## src/rtl/serial_operand_shifter.sv

```systemverilog
// serial_operand_shifter
//
// Captures a parallel operand pair (I1, I2) and a carry-in, then presents them
// to a bit-serial adder one bit per cycle, LSB first. The operation runs for
// WIDTH bit cycles and is followed by a one-cycle done pulse before the block
// returns to idle. A downstream stall freezes the stream in place.
//
// Ports
//   clk        rising-edge clock
//   reset      asynchronous, active-low reset
//   in_valid   operand pair and carry-in presented (sampled in IDLE only)
//   in_ready   block accepts a new operand pair this cycle
//   I1, I2     parallel operands A and B
//   cin_in     carry-in for the operation
//   stall      downstream hold request (honoured in SHIFT only)
//   a, b       current serial bits of A and B
//   cin        carry-in to the serial adder, valid on bit 0 only
//   bit_valid  a, b and cin are meaningful this cycle
//   first      current bit is bit 0
//   last       current bit is bit WIDTH-1
//   done       one-cycle pulse after the last bit is consumed

module serial_operand_shifter #(
    parameter int WIDTH = 8
) (
    input  logic             clk,
    input  logic             reset,
    input  logic             in_valid,
    output logic             in_ready,
    input  logic [WIDTH-1:0] I1,
    input  logic [WIDTH-1:0] I2,
    input  logic             cin_in,
    input  logic             stall,
    output logic             a,
    output logic             b,
    output logic             cin,
    output logic             bit_valid,
    output logic             first,
    output logic             last,
    output logic             done
);

    // A one-bit counter still exists for WIDTH=1 so first/last have a source.
    localparam int CW = (WIDTH > 1) ? $clog2(WIDTH) : 1;
    localparam logic [CW-1:0] LAST_CNT = CW'(WIDTH - 1);

    typedef enum logic [1:0] {
        IDLE  = 2'd0,
        SHIFT = 2'd1,
        DONE  = 2'd2
    } state_t;

    state_t           state;
    state_t           state_nxt;
    logic [CW-1:0]    cnt;
    logic [WIDTH-1:0] a_reg;
    logic [WIDTH-1:0] b_reg;
    logic             c_reg;
    logic             at_first;
    logic             at_last;
    logic             accept;
    logic             advance;

    assign at_first = (cnt == '0);
    assign at_last  = (cnt == LAST_CNT);

    // NOTE: every register uses non-blocking assignment so all state updates
    // at an edge see the pre-edge values, independent of block ordering.
    always_ff @(posedge clk or negedge reset) begin
        if (!reset) begin
            state <= IDLE;
        end else begin
            state <= state_nxt;
        end
    end

    // NOTE: every output of this block gets a default before the case so no
    // path leaves a signal unassigned and no latch is inferred.
    always_comb begin
        state_nxt = state;
        accept    = 1'b0;
        advance   = 1'b0;
        in_ready  = 1'b0;
        bit_valid = 1'b0;
        a         = 1'b0;
        b         = 1'b0;
        cin       = 1'b0;
        first     = 1'b0;
        last      = 1'b0;
        done      = 1'b0;

        case (state)
            IDLE: begin
                in_ready = 1'b1;
                accept   = in_valid;
                if (in_valid) begin
                    state_nxt = SHIFT;
                end
            end
            SHIFT: begin
                bit_valid = 1'b1;
                a         = a_reg[0];
                b         = b_reg[0];
                cin       = c_reg & at_first;
                first     = at_first;
                last      = at_last;
                advance   = !stall;
                if (!stall && at_last) begin
                    state_nxt = DONE;
                end
            end
            DONE: begin
                done      = 1'b1;
                state_nxt = IDLE;
            end
            default: begin
                state_nxt = IDLE;
            end
        endcase
    end

    // Operand datapath. On the final bit the counter is left at WIDTH-1
    // rather than wrapping; the next accept clears it.
    always_ff @(posedge clk or negedge reset) begin
        if (!reset) begin
            cnt   <= '0;
            a_reg <= '0;
            b_reg <= '0;
            c_reg <= 1'b0;
        end else if (accept) begin
            cnt   <= '0;
            a_reg <= I1;
            b_reg <= I2;
            c_reg <= cin_in;
        end else if (advance) begin
            a_reg <= a_reg >> 1;
            b_reg <= b_reg >> 1;
            if (!at_last) begin
                cnt <= cnt + 1'b1;
            end
        end
    end

endmodule

```

## config.mk

```make
export PLATFORM = sky130hd
export DESIGN_NAME = serial_operand_shifter
export DESIGN_NICKNAME = d
export VERILOG_FILES = /design/src/rtl/serial_operand_shifter.sv
export SDC_FILE = /design/constraint.sdc
export NUM_CORES = 1
export LEC_CHECK = 0
export CAP_MARGIN = 20
export CORE_MARGIN = 3
export CORE_UTILIZATION = 35
export CTS_CLUSTER_DIAMETER = 50
export CTS_CLUSTER_SIZE = 30
export DETAILED_ROUTE_END_ITERATION = 12
export PLACE_DENSITY = 0.68
export SLEW_MARGIN = 10
export SYNTH_ARGS = -nofsm -noshare
export SYNTH_HDL_FRONTEND = slang
export SYNTH_SLANG_ARGS = --single-unit
```

## constraint.sdc

```tcl
create_clock -name clk -period 1.6 [get_ports clk]
set_input_delay 0.24 -clock clk [delete_from_list [all_inputs] [get_ports clk]]
set_output_delay 0.24 -clock clk [all_outputs]
set_load 0.02 [all_outputs]
```

Word level (Yosys, flattened, before mapping)
Index checks and enable logic that the tools add are counted.
{ "classes": {"order_cmp": 0, "div": 0, "bitwise_logic": 1, "addsub": 1, "multipliers": 0, "eq_ne": 6, "mux": 20, "n_reduce_logical": 7, "shifts": 0} }
{ "op_table": {"columns": ["cell", "n"], "rows": [
  ["$mux W8", 4],
  ["$mux W1", 10],
  ["$mux W3", 3],
  ["$mux W2", 2],
  ["$ne A2 B2 Y1 const B", 2],
  ["$pmux W2 S2", 1],
  ["$reduce_and A2 Y1", 2],
  ["$add A3 B1 Y3 const B", 1],
  ["$eq A3 B3 Y1 const B", 1],
  ["$logic_not A3 Y1", 1],
  ["$eq A2 B1 Y1 const B", 1],
  ["$eq A2 B2 Y1 const B", 1],
  ["$logic_not A2 Y1", 1],
  ["$ne A2 B1 Y1 const B", 1],
  ["$reduce_bool A2 Y1", 1],
  ["$and A1 B1 Y1", 1],
  ["$logic_and A1 B1 Y1", 1],
  ["$logic_not A1 Y1", 1]
]} }
{ "word_totals": {"ram_bits": 0, "romBits": 0, "out_inout_bits": 8, "elab_cells": 40, "latchBits": 0, "inputBits": 21, "memories": 0, "register_bits": 22} }

Longest topological paths before layout
{ "depth": {"ltp_word": 4, "depth_mapped": 5, "ltp_nobuf": 5} }

Worst setup path after synthesis
OpenSTA, ideal clock, no wires.
{ "synth_path": {"path_kind": "flip-flop to output port", "startpoint": "reg state[1]", "endpoint": "out cin", "required_time_ps": 1360, "setup_slack_ps": -34, "arrival_ps": 1394, "stages_incl_launch_ff": 5, "cell_sequence": "dfrtp_1 > buf_6 > nor2b_2 > and3b_1 > and2_1"} }
{ "synth_via": {"elab_chain_cells": 2} }
{ "synth_rtl": {"columns": ["item", "line", "text"], "rows": [
  ["start: declaration", "53", "state_t state;"],
  ["start signal: assignment", "73", "state <= state_nxt;"],
  ["$eq A2 B1 Y1", "92", "case (state)"],
  ["$mux W1", "92", null],
  ["end: declaration", "36", "output logic cin,"]
]} }
No other way between the ends.

Worst setup path after layout
{ "layout_path": {"startpoint": "reg cnt[0]", "endpoint": "reg cnt[1]"} }
{ "layout_via": {"elab_chain_cells": 4, "elab_cells_between_ends": 7} }
{ "layout_rtl": {"columns": ["item", "line", "text"], "rows": [
  ["start: declaration", "55", "logic [CW-1:0] cnt;"],
  ["start signal: assignment", "139", "cnt <= cnt + 1'b1;"],
  ["$add A3 B1 Y3", "139", null],
  ["$mux W3", "138", "if (!at_last) begin"],
  ["$mux W3", "135", "end else if (advance) begin"],
  ["$mux W3", "130", "end else if (accept) begin"]
]} }
Parallel ways exist; a longest one is shown, timed or not. The select of a mux whose other input is x is not followed.
A chain may end at the register's enable or synchronous reset.

==> results.toml <==
[run_status]
outcome = "finished, violations left"
failed_checks = "negative setup slack"

[clock_tree]
cts_tree = "built"
path_clk_slew_ns = 0.11
cts_buffers = 3
cts_sinks = 22
cts_buffer_depth = 2
htreeDepth = 1
insertion_delay_ns = 0.31
root_buffer = "clkbuf_4"
hold_buffers = 0

[placement]
io_buffers = 28
place_congestion = 0.7579
dp.cells = 188
hpwl_mm = 1.975
place_ws_ns = -0.1248

[power]
power_density_mw_per_mm2 = 1700
power_uw = 2882
peakVddDrop_v = 0.0006970
total_leakage_power_uw = 0.0007540

[setup_path]
ff2ff_setup_slack_ns = -0.09
startpoint_type = "flip-flop"
required_ns = 1.81
end_kind = "flip-flop"
path_class = "reg2reg"
reg2reg_from = "cnt[0]"
crit_start = "cnt[0]"
worstPathArrival_ns = 1.90
crit_fanout = 3

[flow_run]
drv_cap = 0

[final_layout]
fillers = 307
diodes = 0
syn_to_final_growth_pct = 42.93
utilization_pct = 53.77
drive_above_1_share_pct = 27.63
regArea_sq_um = 550.5
instances_no_fill = 196
final_common_cell = "dfrtp_1"
multi_input_area_sq_um = 629.4
nets = 178
layout_common_cells = "dfrtp_1 (22), clkdlybuf4s50_1 (20), nor2_1 (17), buf_4 (15)"

[die]
fp.dieH_um = 64.22
core_sq_mm = 0.003153
num_rows = 20
ioPinCount = 29
start_util_pct = 37.62
fp.dieW_um = 64.22
die-area_sq_mm = 0.004124

[route]
vias = 991
drtPass1Iterations = 4
routed_wirelength_mm = 2.780
drt_first_iter_violations = 28
routedWlPerCell_um = 14.18
detail-route-antenna-nets = 0
via_per_inst = 5.056
drc = 0

[yosys]
yosysSeqAreaShare_pct = 46.41
netlist_instances = 111
synth.distinct_cells = 29
syn_area_sq_mm = 0.001186
syn_area_per_cell_sq_um = 10.69
synth_nets = 135
yosys_register_bits = 22
yosysWarnings = 0

[global_routing]
grt_pass1_vias = 1034
antenna_found_initial = 0
grt_max_degree = 23
grt.overflow.total = 0
track_usage_pct = 14.60
grt_pass1_wl_mm = 4.795

[timing]
finalSetupViolCount = 6
relSlewSlack_pct = 75.58
final.setup.tns_ns = -0.3468
slew_viol_final = 0
period_minus_slack_ns = 1.693
max_freq_mhz = 590.5
hold_viol_final = 0
skew_ns = 0.003482
timing.final.crit_share_pct = 105.8
worst-slew-pin-transition_ns = 0.3647
finalWorstSetupSlack_ns = -0.09340
rsz0062_at_grt = "yes"

[hold_path]
hold_class = "in2async"
[kinds of logic (layout without fill, tap and decap cells)]
| group | count (synthesis) | after routing | share of synthesized area, % |
|---|---|---|---|
| compound gates | 36 | 36 | 24.90 |
| simple gates | 34 | 35 | 16.67 |
| flops | 22 | 22 | 46.41 |
| buf+inv | 12 | 52 | 5.485 |
| fa+ha+maj | 3 | 3 | 3.165 |
| mux | 3 | 3 | 2.637 |
| xor+xnor | 1 | 1 | 0.7385 |
[through the flow]
stage | cell area, sq um | hold slack (ns)
finish | 1695 | 0.2617
detailed placement | 1578 | 0.4757
CTS | 1650 | 0.2670
floorplan | 1191 | -0.05559
global placement | 1578 | 0.4662
global route | 1695 | 0.2697
[worst max-delay path, cell delays in order (launching register included)]
cell,delay [ns]
dfrtp_1,0.41
buf_6,0.13
ha_4,0.15
ha_4,0.15
buf_6,0.11
nor4b_4,0.34
mux2i_1,0.23
nor2_1,0.06
[power breakdown]
part	switching [uW]	leakage [uW]	internal [uW]	total, uW
Sequential	153	0.000250	798	952
Combinational	745	0.000490	933	1680
Clock	164	0.0000138	88.1	252
Total	1060	0.000754	1820	2880
[cells in the mapped netlist]
cell type  instances  share of area (%)
buf_2              4                1.7
mux2i_1            2                1.7
nand2_1            2               0.63
nor2b_2            1               0.74
nor2b_1            3                1.6
nand2b_4           1                1.2
a21oi_1            2               0.84
and2b_1            2                1.3
ha_1               3                3.2
o22a_1            14                 10
dfrtp_1           22                 46
nor2_2             1               0.53
nor2_1            17                5.4
a21oi_2            1               0.74
inv_1              3               0.95
mux2_1             1               0.95
buf_4              2                1.3
clkbuf_1           2               0.63
nor4b_4            1                2.0
and3b_1            1               0.74
and2_1             4                2.1
xnor2_1            1               0.74
a31oi_1            1               0.53
a2bb2oi_1         14                 10
a21o_1             1               0.63
buf_6              1               0.95
o21ai_0            2               0.84
o21bai_1           1               0.63
and3_1             1               0.53
[what timing repair did]
action	CTS	global route
pin swaps	1	1
cloned	0	1
endpoints found under the setup margin	26	23
resized for setup	41	12
setup buffers	3	1
[final cells by class]
cell class,count,area share [%]
timing repair buffer,46,25.17
tap,44,3.247
clock buffer,3,1.328
sequential,22,32.47
multi-input combinational,78,37.12
inverter,3,0.6642
[worst paths after layout]
path | end | cells after the start
worst max-delay path | cnt[1] | 7
max in group asynchronous | a_reg[4] | 2
worst min register to register | b_reg[3] | 1
worst max register to register | cnt[1] | 7
worst min-delay path | cnt[1] | 2
min in group clk | b_reg[3] | 1
[routing by layer]
metal | vias to the layer above | global-route usage (%) | routed length (um)
met1 | 480 | 18.44 | 1249
met3 | 4 | 4.042 | 122
met2 | 20 | 24.77 | 1383
li1 | 487 | - | -
met4 | 0 | 3.166 | 24
met5 | - | 0 | 0
Note: power is estimated with default switching activity, not from simulation.
